File: src/rtl/hazard_ctrl_if.sv
// Decode-side and control-side signals of the pipeline hazard unit.
// The slave modport belongs to hazard_ctrl; the master modport belongs to the pipeline driving it.
interface hazard_ctrl_if #(
    parameter int REG_ADDR_W = 3,
    parameter int CNT_W      = 16
);
    logic                  id_valid;
    logic [REG_ADDR_W-1:0] id_rs1;
    logic [REG_ADDR_W-1:0] id_rs2;
    logic                  id_rs1_used;
    logic                  id_rs2_used;
    logic                  id_wr_en;
    logic [REG_ADDR_W-1:0] id_wr_reg;
    logic                  id_is_load;
    logic                  ex_redirect;

    logic                  stall_f;
    logic                  bubble_e;
    logic                  flush_d;
    logic [1:0]            fwd_a_sel;
    logic [1:0]            fwd_b_sel;
    logic [CNT_W-1:0]      stall_cnt;
    logic [CNT_W-1:0]      flush_cnt;

    modport master (
        output id_valid, id_rs1, id_rs2, id_rs1_used, id_rs2_used,
               id_wr_en, id_wr_reg, id_is_load, ex_redirect,
        input  stall_f, bubble_e, flush_d, fwd_a_sel, fwd_b_sel,
               stall_cnt, flush_cnt
    );

    modport slave (
        input  id_valid, id_rs1, id_rs2, id_rs1_used, id_rs2_used,
               id_wr_en, id_wr_reg, id_is_load, ex_redirect,
        output stall_f, bubble_e, flush_d, fwd_a_sel, fwd_b_sel,
               stall_cnt, flush_cnt
    );
endinterface

File: src/rtl/hazard_ctrl.sv
// Five-stage pipeline hazard unit: tracks the instructions in EX, MEM and WB, stalls or
// flushes decode, selects EX operand forwarding, and counts stall and flush cycles.
module hazard_ctrl #(
    parameter int REG_ADDR_W = 3,
    parameter int FWD_EN     = 1,
    parameter int WB_BYPASS  = 1,
    parameter int CNT_W      = 16
) (
    input  logic         clk,
    input  logic         rst,
    hazard_ctrl_if.slave bus
);

    typedef struct packed {
        logic                  valid;
        logic                  wr_en;
        logic [REG_ADDR_W-1:0] wr_reg;
        logic                  is_load;
        logic [REG_ADDR_W-1:0] rs1;
        logic [REG_ADDR_W-1:0] rs2;
        logic                  rs1_used;
        logic                  rs2_used;
    } slot_t;

    slot_t            id_slot;
    slot_t            slot_e;
    slot_t            slot_m;
    slot_t            slot_wb;
    logic             hit_e;
    logic             hit_m;
    logic             hit_wb;
    logic             hz;
    logic             stall;
    logic             bubble;
    logic             flush;
    logic [1:0]       fwd_a;
    logic [1:0]       fwd_b;
    logic [CNT_W-1:0] stall_count;
    logic [CNT_W-1:0] flush_count;

    function automatic logic id_hits(input slot_t s, input slot_t id);
        return s.valid && s.wr_en && id.valid &&
               ((id.rs1_used && (id.rs1 == s.wr_reg)) ||
                (id.rs2_used && (id.rs2 == s.wr_reg)));
    endfunction

    // A load still in MEM has no data yet, so it never feeds EX; the youngest ALU result wins.
    function automatic logic [1:0] fwd_sel(input logic used, input logic [REG_ADDR_W-1:0] rs,
                                           input slot_t m, input slot_t wb);
        if (used && m.valid && m.wr_en && !m.is_load && (m.wr_reg == rs))
            return 2'b01;
        if (used && wb.valid && wb.wr_en && (wb.wr_reg == rs))
            return 2'b10;
        return 2'b00;
    endfunction

    always_comb begin
        id_slot.valid    = bus.id_valid;
        id_slot.wr_en    = bus.id_wr_en;
        id_slot.wr_reg   = bus.id_wr_reg;
        id_slot.is_load  = bus.id_is_load;
        id_slot.rs1      = bus.id_rs1;
        id_slot.rs2      = bus.id_rs2;
        id_slot.rs1_used = bus.id_rs1_used;
        id_slot.rs2_used = bus.id_rs2_used;
    end

    always_comb begin
        hit_e  = id_hits(slot_e, id_slot);
        hit_m  = id_hits(slot_m, id_slot);
        hit_wb = id_hits(slot_wb, id_slot);
        if (FWD_EN != 0)
            hz = hit_e && slot_e.is_load;
        else
            hz = hit_e || hit_m || ((WB_BYPASS == 0) && hit_wb);
    end

    // A taken redirect squashes decode outright, so any pending stall is moot that cycle.
    always_comb begin
        stall  = 1'b0;
        bubble = 1'b0;
        flush  = 1'b0;
        fwd_a  = 2'b00;
        fwd_b  = 2'b00;
        if (!rst) begin
            if (bus.ex_redirect) begin
                flush  = 1'b1;
                bubble = 1'b1;
            end else begin
                stall  = hz;
                bubble = hz;
            end
            if ((FWD_EN != 0) && slot_e.valid) begin
                fwd_a = fwd_sel(slot_e.rs1_used, slot_e.rs1, slot_m, slot_wb);
                fwd_b = fwd_sel(slot_e.rs2_used, slot_e.rs2, slot_m, slot_wb);
            end
        end
    end

    always_ff @(posedge clk) begin
        if (rst) begin
            slot_e.valid  <= 1'b0;
            slot_m.valid  <= 1'b0;
            slot_wb.valid <= 1'b0;
            stall_count   <= '0;
            flush_count   <= '0;
        end else begin
            slot_wb      <= slot_m;
            slot_m       <= slot_e;
            slot_e       <= id_slot;
            slot_e.valid <= bus.id_valid && !bubble && !flush;
            if (stall && (stall_count != '1))
                stall_count <= stall_count + CNT_W'(1);
            if (flush && (flush_count != '1))
                flush_count <= flush_count + CNT_W'(1);
        end
    end

    assign bus.stall_f   = stall;
    assign bus.bubble_e  = bubble;
    assign bus.flush_d   = flush;
    assign bus.fwd_a_sel = fwd_a;
    assign bus.fwd_b_sel = fwd_b;
    assign bus.stall_cnt = stall_count;
    assign bus.flush_cnt = flush_count;

endmodule

File: src/flat_wrapper.sv
// flat-port wrapper written by rule: the top's interface ports become plain ports
module hazard_ctrl_flat 
#(
    parameter int REG_ADDR_W = 3,
    parameter int FWD_EN     = 1,
    parameter int WB_BYPASS  = 1,
    parameter int CNT_W      = 16
)
  (clk, rst, bus_id_valid, bus_id_rs1, bus_id_rs2, bus_id_rs1_used, bus_id_rs2_used, bus_id_wr_en, bus_id_wr_reg, bus_id_is_load, bus_ex_redirect, bus_stall_f, bus_bubble_e, bus_flush_d, bus_fwd_a_sel, bus_fwd_b_sel, bus_stall_cnt, bus_flush_cnt);
  hazard_ctrl_if #(.REG_ADDR_W(REG_ADDR_W), .CNT_W(CNT_W)) bus_i ();
  input  logic clk;
  input  logic rst;
  input wire logic [$bits(bus_i.id_valid)-1:0] bus_id_valid;
  input wire logic [$bits(bus_i.id_rs1)-1:0] bus_id_rs1;
  input wire logic [$bits(bus_i.id_rs2)-1:0] bus_id_rs2;
  input wire logic [$bits(bus_i.id_rs1_used)-1:0] bus_id_rs1_used;
  input wire logic [$bits(bus_i.id_rs2_used)-1:0] bus_id_rs2_used;
  input wire logic [$bits(bus_i.id_wr_en)-1:0] bus_id_wr_en;
  input wire logic [$bits(bus_i.id_wr_reg)-1:0] bus_id_wr_reg;
  input wire logic [$bits(bus_i.id_is_load)-1:0] bus_id_is_load;
  input wire logic [$bits(bus_i.ex_redirect)-1:0] bus_ex_redirect;
  output wire logic [$bits(bus_i.stall_f)-1:0] bus_stall_f;
  output wire logic [$bits(bus_i.bubble_e)-1:0] bus_bubble_e;
  output wire logic [$bits(bus_i.flush_d)-1:0] bus_flush_d;
  output wire logic [$bits(bus_i.fwd_a_sel)-1:0] bus_fwd_a_sel;
  output wire logic [$bits(bus_i.fwd_b_sel)-1:0] bus_fwd_b_sel;
  output wire logic [$bits(bus_i.stall_cnt)-1:0] bus_stall_cnt;
  output wire logic [$bits(bus_i.flush_cnt)-1:0] bus_flush_cnt;
  assign bus_i.id_valid = bus_id_valid;
  assign bus_i.id_rs1 = bus_id_rs1;
  assign bus_i.id_rs2 = bus_id_rs2;
  assign bus_i.id_rs1_used = bus_id_rs1_used;
  assign bus_i.id_rs2_used = bus_id_rs2_used;
  assign bus_i.id_wr_en = bus_id_wr_en;
  assign bus_i.id_wr_reg = bus_id_wr_reg;
  assign bus_i.id_is_load = bus_id_is_load;
  assign bus_i.ex_redirect = bus_ex_redirect;
  assign bus_stall_f = bus_i.stall_f;
  assign bus_bubble_e = bus_i.bubble_e;
  assign bus_flush_d = bus_i.flush_d;
  assign bus_fwd_a_sel = bus_i.fwd_a_sel;
  assign bus_fwd_b_sel = bus_i.fwd_b_sel;
  assign bus_stall_cnt = bus_i.stall_cnt;
  assign bus_flush_cnt = bus_i.flush_cnt;
  hazard_ctrl #(.REG_ADDR_W(REG_ADDR_W), .FWD_EN(FWD_EN), .WB_BYPASS(WB_BYPASS), .CNT_W(CNT_W)) u_core (.clk(clk), .rst(rst), .bus(bus_i));
endmodule
File: config.mk
export PLATFORM = sky130hd
export DESIGN_NAME = hazard_ctrl_flat
export DESIGN_NICKNAME = d
export VERILOG_FILES = /design/src/rtl/hazard_ctrl_if.sv /design/src/rtl/hazard_ctrl.sv /design/src/flat_wrapper.sv
export SDC_FILE = /design/constraint.sdc
export NUM_CORES = 1
export LEC_CHECK = 0
export ABC_AREA = 1
export ABC_CLOCK_PERIOD_IN_PS = 4900
export BUFFER_PORTS_ARGS = -buffer_cell sky130_fd_sc_hd__buf_4
export CORE_ASPECT_RATIO = 1.1
export CORE_UTILIZATION = 59
export CTS_CLUSTER_SIZE = 30
export DETAILED_ROUTE_END_ITERATION = 16
export PLACE_DENSITY = 0.95
export SYNTH_ARGS = -nofsm -noshare
export SYNTH_HDL_FRONTEND = slang
export SYNTH_SLANG_ARGS = --single-unit
File: constraint.sdc
create_clock -name clk -period 4.9 [get_ports clk]
set_input_delay 0.735 -clock clk [delete_from_list [all_inputs] [get_ports clk]]
set_output_delay 0.735 -clock clk [all_outputs]
set_load 0.03 [all_outputs]
==> flow_metrics.env <==
export IMPL_status="finished, final reports clean"
export IMPL_hold_viol=0
export IMPL_antenna_found_initial=0
export IMPL_numPortBuffers=55
export IMPL_rsz0062_at_grt="no"
export IMPL_period_share=0.620
export IMPL_worstMarginPinSlew_ps=499
export IMPL_io_pins=56
export IMPL_synth_area_leaders="dfxtp_1, edfxtp_1, nand2_1"
export IMPL_min_path_type="flip-flop to flip-flop"
export IMPL_initial_utilization=0.620
export IMPL_syn_instance_count=391
export IMPL_tns_ps=0
export IMPL_wire_per_inst_um=12.3
export IMPL_crit_path_end="bus_fwd_b_sel[1]"
export IMPL_cts_hold_buf=0
export IMPL_register_area_um2=1360
export IMPL_cp_end_kind="output port"
export IMPL_slowest_delay_ps=420
export IMPL_clock_path_buffers=2
export IMPL_worstSkewPairLatency_ps=330
export IMPL_grt_pass1_wl_um=10000
export IMPL_rr_endpoint="u_core.bus.flush_cnt[10]"
export IMPL_synth_edf_count=22
export IMPL_r2r_start="u_core.bus.flush_cnt[0]"
export IMPL_ys_seq_area_frac=0.465
export IMPL_hold_start="u_core.slot_e[8]"
export IMPL_arrival_ps=2300
export IMPL_drt_antenna_violating_nets=0
export IMPL_critPathLaunchType="primary input"
export IMPL_r2r_slack_ps=2920
export IMPL_hold_ws_ps=451
export IMPL_drc=0
export IMPL_crit_path_max_fanout=44
export IMPL_grt_pass1_vias=2351
export IMPL_dieArea_um2=5250
export IMPL_cp_cell_sequence="buf_4 -> inv_1 -> buf_4 -> nand2_1 -> inv_1 -> o21ai_0 -> nor4_1 -> buf_4"
export IMPL_met2_length_um=3250
export IMPL_powerDensity_nw_per_um2=298
export IMPL_drt_wl_total_um=6290
export IMPL_wl_met1_um=2590
export IMPL_critPathRequiredTime_ps=4160
export IMPL_overflow=0
export IMPL_slowest_stage="buf_4"
export IMPL_yosysUniqueCellTypes=33
export IMPL_synth_area_leader_cell="dfxtp_1"
export IMPL_highest_layer="met4"
export IMPL_routabilityCongestion=0.850
export IMPL_cts_tree="done"
export IMPL_postCtsSetupBuffers=0
export IMPL_synth_top_area_share=0.239
export IMPL_drive_gt1_frac=0.213
export IMPL_clkTransAtPathRegs_ps=60
export IMPL_fin_util=0.757
export IMPL_cp_startpoint="rst"
export IMPL_skew_ps=4.76
export IMPL_num_rows=26
export IMPL_antenna_cells=0
export IMPL_die_h_um=75.9
export IMPL_track_usage=0.245
export IMPL_hpwlAfterDp_um=4540
export IMPL_finalCriticalPeriod_ps=3040
export IMPL_cap_viol_max_count=0
export IMPL_cts_htree_levels=3
export IMPL_finalMaxSlewViolations=0
export IMPL_mostFrequentLayoutCell="nand2_1"
export IMPL_grt_max_degree=45
export IMPL_drt_iter0_drc=185
export IMPL_leakagePower_nw=1.47
export IMPL_root_buffer="clkbuf_8"
export IMPL_core_area_um2=4720
export IMPL_ir_drop_mv=0.256
export IMPL_clkSinkCount=57
export IMPL_power_mw=1.06
export IMPL_synth_nets=410
export IMPL_synthFlopType="dfxtp_1"
export IMPL_drt_first_pass_iters=4
export IMPL_syn_area_um2=2930
export IMPL_cts_buffers=9
export IMPL_layout_nets=470
export IMPL_fin_cells=512
export IMPL_dpl_cell_count=496
export IMPL_reg2regPathDepth=10
export IMPL_ctsResizeCount=0
export IMPL_path_class="primary input to output port"
export IMPL_multi_input_area_um2=1350
export IMPL_relSlewSlack=0.668
export IMPL_cp_common_cell="buf_4"
export IMPL_met3_wirelength_um=290
export IMPL_clock_fmax_ghz=0.329
export IMPL_die_w_um=69.2
export IMPL_yosys_warnings=0
export IMPL_async_flop_share=0
export IMPL_avgSynthCellArea_um2=7.48
export IMPL_setup_viol=0
export IMPL_via_per_inst=5.22
export IMPL_dr_total_vias=2673
export IMPL_syn2layout_area_growth_pct=22.0
export IMPL_layout_common_cells="nand2_1, nor2_1, buf_4"
export IMPL_synth_seq_cells=57
export IMPL_nFillCells=336
## report_power, final
part	leakage (nW)	total [mW]	switching [mW]	internal, mW
logic	0.870	0.0711	0.0418	0.0293
registers	0.498	0.525	0.0141	0.511
clock network	0.106	0.467	0.184	0.283
## cell type report
cell class	instances	share of cell area
Inverter	43	0.0452
Tap cell	56	0.0196
Multi-Input combinational cell	284	0.377
Sequential cell	57	0.381
Clock inverter	6	0.0231
Clock buffer	10	0.0357
Timing Repair Buffer	56	0.118
## state kept, by name, summed over array words and instances (netlist names)
signal	count
u_core.bus.flush_cnt	16
u_core.slot_m	6
u_core.slot_e	14
u_core.slot_wb	5
u_core.bus.stall_cnt	16
## worst min-delay path by stage
stage / to / slack [ps] / cells after the start
6_report: u_core.slot_m[8] / 450 / 0
5_1_grt: u_core.slot_m[8] / 470 / 0
4_1_cts: u_core.slot_m[8] / 440 / 0
3_5_place_dp: u_core.slot_m[8] / 440 / 0
3_3_place_gp: u_core.slot_wb[12] / 430 / 0
2_1_floorplan: u_core.slot_wb[13] / 420 / 2
## layer usage
layer	global-route usage	vias to the layer above
met4	0.125	0
met2	0.448	70
met1	0.267	1223
met3	0.0661	16
met5	0	-
li1	-	1364
## cell usage after synthesis, types with 2 or more instances
master / instances
nand2_2: 2
nor4_1: 4
nand3_2: 2
nor2_1: 72
xnor2_1: 11
a21oi_1: 6
xor2_1: 4
ha_1: 2
o21ai_1: 3
nand4_1: 7
o21ai_0: 6
edfxtp_1: 22
nand2_1: 112
nand3_1: 16
nor3_1: 12
dfxtp_1: 35
clkbuf_1: 2
inv_1: 40
nor2_2: 12
nand3b_1: 2
inv_2: 3
buf_6: 4
or2_2: 2
## cells by family after synthesis
family | Yosys count | share of synthesized area
AO/OA/AOI/OAI | 18 | 0.0351
buffers and inverters | 50 | 0.0744
XOR/XNOR | 15 | 0.0449
AND/OR/NAND/NOR | 249 | 0.372
adder cells (fa/ha/maj) | 2 | 0.00855
flip-flops | 57 | 0.465
## metrics by stage
| stage | area (um^2) | setup WS [ps] |
|---|---|---|
| after detailed placement | 3360 | 1860 |
| after global placement | 3360 | 1890 |
| after CTS | 3570 | 1860 |
| after global routing | 3570 | 1650 |
| final | 3570 | 1860 |
| after floorplan | 2930 | 2130 |
## critical path: cells and delay by family
family | cells | cell delay, ps
AND/OR/NAND/NOR | 2 | 470
buffers and inverters | 5 | 980
AO/OA/AOI/OAI | 1 | 80
(Power assumes the default switching activity.)
